## src/rtl/fp_normpack.sv

```systemverilog
`timescale 1ns/1ps
// fp_normpack: two-stage exponent adjust/classify then IEEE-754 single pack; define FP_SUBNORM_EN to pack underflow as subnormal
module fp_normpack (
  input  logic        clk,
  input  logic        rst_n,
  input  logic        in_valid,
  output logic        in_ready,
  input  logic        in_sign,
  input  logic [7:0]  in_exp,
  input  logic [7:0]  in_num,
  input  logic [23:0] in_res,
  input  logic        in_nan,
  input  logic        in_inf,
  output logic        out_valid,
  input  logic        out_ready,
  output logic [31:0] out_f,
  output logic        out_of,
  output logic        out_uf
);
  typedef enum logic [2:0] {C_NORM, C_NAN, C_INF, C_ZERO, C_OF, C_UF} cls_t;
`ifdef FP_SUBNORM_EN
  localparam int RW = 24;
`else
  localparam int RW = 23;
`endif
  logic              s1_valid, s1_sign, s1_adv, s2_adv;
  logic signed [9:0] s1_e, e;
  logic [RW-1:0]     s1_res;
  cls_t              s1_cls, cls;
  logic [31:0]       sub_f, pack_f;
`ifdef FP_SUBNORM_EN
  logic signed [9:0] sh;
`endif
  assign s2_adv   = !out_valid || out_ready;
  assign s1_adv   = !s1_valid || s2_adv;
  assign in_ready = s1_adv;
  // Adjust the exponent for the normalizer shift and classify the beat by priority
  always_comb begin
    e   = signed'((in_num == 8'hFF) ? {2'b0, in_exp} + 10'd1 : {2'b0, in_exp} - {2'b0, in_num});
    cls = in_nan ? C_NAN : in_inf ? C_INF : (in_res == 24'd0) ? C_ZERO :
          (e >= 10'sd255) ? C_OF : (e <= 10'sd0) ? C_UF : C_NORM;
  end
  // Stage 1 register: holds classified beat until stage 2 can take it
  always_ff @(posedge clk or negedge rst_n) begin
    if (!rst_n) begin
      s1_valid <= 1'b0;
      s1_sign  <= 1'b0;
      s1_e     <= '0;
      s1_res   <= '0;
      s1_cls   <= C_NORM;
    end else if (s1_adv) begin
      s1_valid <= in_valid;
      if (in_valid) begin
        s1_sign <= in_sign;
        s1_e    <= e;
        s1_res  <= in_res[RW-1:0];
        s1_cls  <= cls;
      end
    end
  end
  // Underflow packing: denormalize by 1-e, or flush with sign kept
`ifdef FP_SUBNORM_EN
  always_comb begin
    sh    = 10'sd1 - s1_e;
    sub_f = (sh >= 10'sd24) ? 32'h0 : {s1_sign, 8'h00, 23'(s1_res >> sh[4:0])};
  end
`else
  assign sub_f = {s1_sign, 31'b0};
`endif
  // Select the packed word for the stage-1 class
  always_comb begin
    pack_f = (s1_cls == C_NAN) ? 32'h7FC00000 :
             (s1_cls == C_INF || s1_cls == C_OF) ? {s1_sign, 8'hFF, 23'd0} :
             (s1_cls == C_ZERO) ? 32'h0 :
             (s1_cls == C_UF) ? sub_f : {s1_sign, s1_e[7:0], s1_res[22:0]};
  end
  // Stage 2 output register: holds steady while downstream stalls
  always_ff @(posedge clk or negedge rst_n) begin
    if (!rst_n) begin
      out_valid <= 1'b0;
      out_f     <= 32'h0;
      out_of    <= 1'b0;
      out_uf    <= 1'b0;
    end else if (s2_adv) begin
      out_valid <= s1_valid;
      if (s1_valid) begin
        out_f  <= pack_f;
        out_of <= s1_cls == C_OF;
        out_uf <= s1_cls == C_UF;
      end
    end
  end
endmodule

```

## config.mk

```make
export PLATFORM = sky130hd
export DESIGN_NAME = fp_normpack
export DESIGN_NICKNAME = d
export VERILOG_FILES = /design/src/rtl/fp_normpack.sv
export SDC_FILE = /design/constraint.sdc
export NUM_CORES = 1
export LEC_CHECK = 0
export CAP_MARGIN = 0
export CORE_MARGIN = 1.5
export CORE_UTILIZATION = 35
export CTS_BUF_LIST = sky130_fd_sc_hd__clkbuf_4 sky130_fd_sc_hd__clkbuf_8 sky130_fd_sc_hd__clkbuf_16
export DETAILED_ROUTE_END_ITERATION = 7
export PLACE_DENSITY = 0.72
export SLEW_MARGIN = 10
export SYNTH_ARGS = -nofsm -noshare
export SYNTH_HDL_FRONTEND = slang
export SYNTH_SLANG_ARGS = --single-unit
```

## constraint.sdc

```tcl
create_clock -name clk -period 2.88 [get_ports clk]
set_clock_uncertainty 0.1 [all_clocks]
set_input_delay 0.432 -clock clk [delete_from_list [all_inputs] [get_ports clk]]
set_output_delay 0.432 -clock clk [all_outputs]
set_load 0.1 [all_outputs]
```

==> results.py <==
metrics = {
    "power": {
        "power_frac_comb_pct": 39.9,
        "p_switching_mw": 1.54,
        "leakage_nw": 2.19,
        "p_clk_share_pct": 24.5,
        "vdd_ir_drop_max_mv": 0.399,
        "p_int_mw": 2.10,
        "swShare_pct": 42.3,
        "p_per_area_nw_per_um2": 750,
        "p_seq_share_pct": 35.6,
    },
    "final_layout": {
        "syn2layout_area_growth_pct": 37.8,
        "n_antenna_cell": 0,
        "nNetsFinal": 496,
        "drive_gt1_share_pct": 23.7,
        "layout_commonest_cell": "dfrtp_1",
        "final_core_util_pct": 49.6,
        "mostFrequentLayoutCells": "70 x dfrtp_1, 67 x buf_4, 43 x clkdlybuf4s50_1",
        "finalInstanceArea_um2": 4850,
        "fillers": 910,
    },
    "logic_synthesis": {
        "dominantRegCellSynth": "dfrtp_1",
        "synth_top_cell_by_area": "dfrtp_1",
        "yosys_warnings": 0,
        "ys_seq_area_share_pct": 50.5,
        "async_flop_share_pct": 100,
        "synth_cell_types": 48,
        "syn_nets": 389,
        "synthTopCellsByArea": "dfrtp_1 51%, a22o_1 5.5%, mux2_1 5.4%",
        "synth.top_cell.area_share_pct": 50.5,
        "netlist_area_um2": 3520,
        "synth_edf_count": 0,
        "ys_ff_latch": 71,
        "syn_avg_cell_area_um2": 10.6,
        "synthCells": 331,
    },
    "timing": {
        "fmax_mhz": 363,
        "hold_viol_final": 0,
        "period_needed_ns": 2.76,
        "rsz0062_at_grt": "false",
        "setup_ws_ns": 0.123,
        "worstMarginPinSlew_ns": 0.624,
        "relSlewSlack_pct": 58.4,
        "slew_violations": 0,
        "fin_crit_sh_pct": 95.7,
        "finalSetupViolations": 0,
        "tns_ns": 0,
    },
    "clock_network": {
        "cts_tree": "built",
        "path_clk_slew_ns": 0.08,
        "cts_buffers": 9,
        "cts.sinks": 71,
        "cts_buffer_depth": 2,
        "cts-root-buf": "clkbuf_8",
        "htreeDepth": 3,
        "clk_latency_ns": 0.34,
    },
    "floorplanning": {
        "start_util_pct": 36.0,
        "dieArea_um2": 10700,
        "ioPinCount": 83,
        "die_w_um": 103,
        "core_area_um2": 9770,
        "die_height_um": 103,
        "rows": 36,
    },
    "routing": {
        "via_count": 2858,
        "dr.pass1.iters": 4,
        "drc": 0,
        "totalWireLength_um": 8270,
        "routed_via_density": 4.96,
        "ant_nets": 0,
        "drtIter0Drc": 138,
        "wl_per_cell_um": 14.4,
    },
    "critical_path": {
        "cp-startpoint": "in_num[1]",
        "critPathKind": "in -> reg",
        "rrSetupSlack_ns": 1.01,
        "r2r-end": "out_f[2]",
        "arrival_ns": 2.88,
        "timing.rr.start": "s1_cls[1]",
        "worstSetupEndpointType": "register",
        "r2r.worst_path.cells": 6,
        "critPathLaunchType": "input pin",
        "path_max_fanout": 2,
        "cp.required_ns": 3.00,
    },
    "run_status": {
        "outcome": "finished, final reports clean",
    },
    "placed_design": {
        "dp_hpwl_um": 6380,
        "postPlaceCellArea_um2": 4590,
        "portBuffers": 82,
        "place.gp.congestion": 0.855,
        "pre_cts_slack_ns": -0.382,
    },
    "global_routing": {
        "grt_pass1_vias": 2710,
        "grt.overflow.total": 0,
        "antenna_found_initial": 0,
        "grt_first_pass_wirelength_um": 13000,
        "grt_max_degree": 36,
        "grt_usage_pct": 16.0,
    },
    "worst_hold_path": {
        "hold_start": "s1_res[7]",
        "hold_depth": 1,
        "worstHoldPathType": "reg -> reg",
        "hold_path_end": "out_f[7]",
    },
    "flow_run": {
        "max-cap-violations": 0,
    },
}
-- cell type report --
class,count,area (um2),share of cell area (%)
timing repair buffer,115,993,20.5
multi-input combinational,229,1630,33.7
clock inverter,7,103,2.12
inverter,12,45.0,0.930
clock buffer,9,124,2.56
sequential,71,1780,36.7
tap,133,166,3.43
-- logic make-up (layout without fill, tap and decap cells) --
| logic type | count (synthesis) | count (layout) | synth area share (%) |
|---|---|---|---|
| buffers and inverters | 31 | 143 | 3.42 |
| muxes | 30 | 30 | 9.46 |
| and+or+nand+nor | 100 | 100 | 14.6 |
| AOI/OAI and AO/OA | 79 | 79 | 15.6 |
| xor gates and xnor gates | 9 | 9 | 2.24 |
| DFF | 71 | 71 | 50.5 |
| adders and majority gates | 11 | 11 | 4.13 |
-- repair_timing --
action	in CTS	in global routing
gates cloned	0	0
resized for setup	0	7
setup endpoints to repair	1	2
buffers inserted	0	0
hold buffers	1	0
endpoints found under the hold margin	21	0
pin swaps	1	4
-- power by group through the flow --
stage | Clock (mW) | Sequential [mW] | Combinational, mW
after detailed placement | 0 | 1.31 | 1.45
after floorplan | 0 | 1.97 | 0.379
final | 0.892 | 1.29 | 1.45
after CTS | 0.911 | 1.29 | 1.46
after global routing | 0.959 | 1.32 | 1.53
after global placement | 0 | 1.30 | 1.43
-- synthesized netlist by cell type, types with 2 or more instances --
| cell | number |
|---|---|
| dfrtp_1 | 71 |
| nand2_1 | 26 |
| a22o_1 | 22 |
| nor2_1 | 20 |
| mux2_1 | 17 |
| o21ai_1 | 17 |
| clkbuf_1 | 14 |
| inv_1 | 12 |
| nand2b_1 | 12 |
| a31oi_1 | 11 |
| nor3_1 | 11 |
| ha_1 | 10 |
| mux2_2 | 9 |
| nor4_1 | 7 |
| a21oi_1 | 6 |
| nand4_1 | 5 |
| o21ai_0 | 5 |
| xor2_1 | 5 |
| buf_1 | 4 |
| mux2i_1 | 4 |
| nand3_1 | 4 |
| o31ai_1 | 4 |
| xnor2_1 | 4 |
| a211oi_1 | 3 |
| and3_1 | 2 |
| o21a_1 | 2 |
| o31a_1 | 2 |
| or2_1 | 2 |
-- state kept, by name (all words and copies together) (netlist names) --
| register | flops |
|---|---|
| out_f | 32 |
| out_of | 1 |
| out_uf | 1 |
| out_valid | 1 |
| s1_cls | 3 |
| s1_e | 8 |
| s1_res | 23 |
| s1_sign | 1 |
| s1_valid | 1 |
-- critical path, stage by stage --
cell and delay, ns:
clkdlybuf4s50_1 0.49, inv_2 0.06, fa_2 0.36, a21o_1 0.20, a2111o_1 0.45, xnor2_1 0.14
mux2i_1 0.16, and4bb_1 0.24, a311oi_2 0.27, o31ai_1 0.09
-- metrics by stage --
stage | hold WS, ns | power (mW) | std cells
after floorplan | 0.0364 | 2.35 | 331
after global placement | 0.329 | 2.73 | 559
after detailed placement | 0.339 | 2.77 | 559
final | 0.386 | 3.63 | 576
after global routing | 0.414 | 3.81 | 576
after CTS | 0.395 | 3.66 | 576
-- how the worst max path moves through the flow --
stage | to | slack (ns) | depth (start not counted)
6_report | s1_cls[0] | 0.12 | 10
5_1_grt | s1_cls[0] | 0.004 | 10
4_1_cts | s1_cls[0] | 0.001 | 12
3_5_place_dp | s1_cls[0] | -0.38 | 12
3_3_place_gp | s1_cls[0] | -0.31 | 12
2_1_floorplan | s1_e[6] | -0.02 | 4
-- per-layer routing --
metal	up-vias	track usage, %	share of wire (%)
met3	5	4.30	4.3
met2	73	25.8	48
met5	-	0	0
met4	0	4.89	0.75
li1	1421	-	-
met1	1359	21.1	47
No activity file was read; power rests on OpenSTA's default activity.
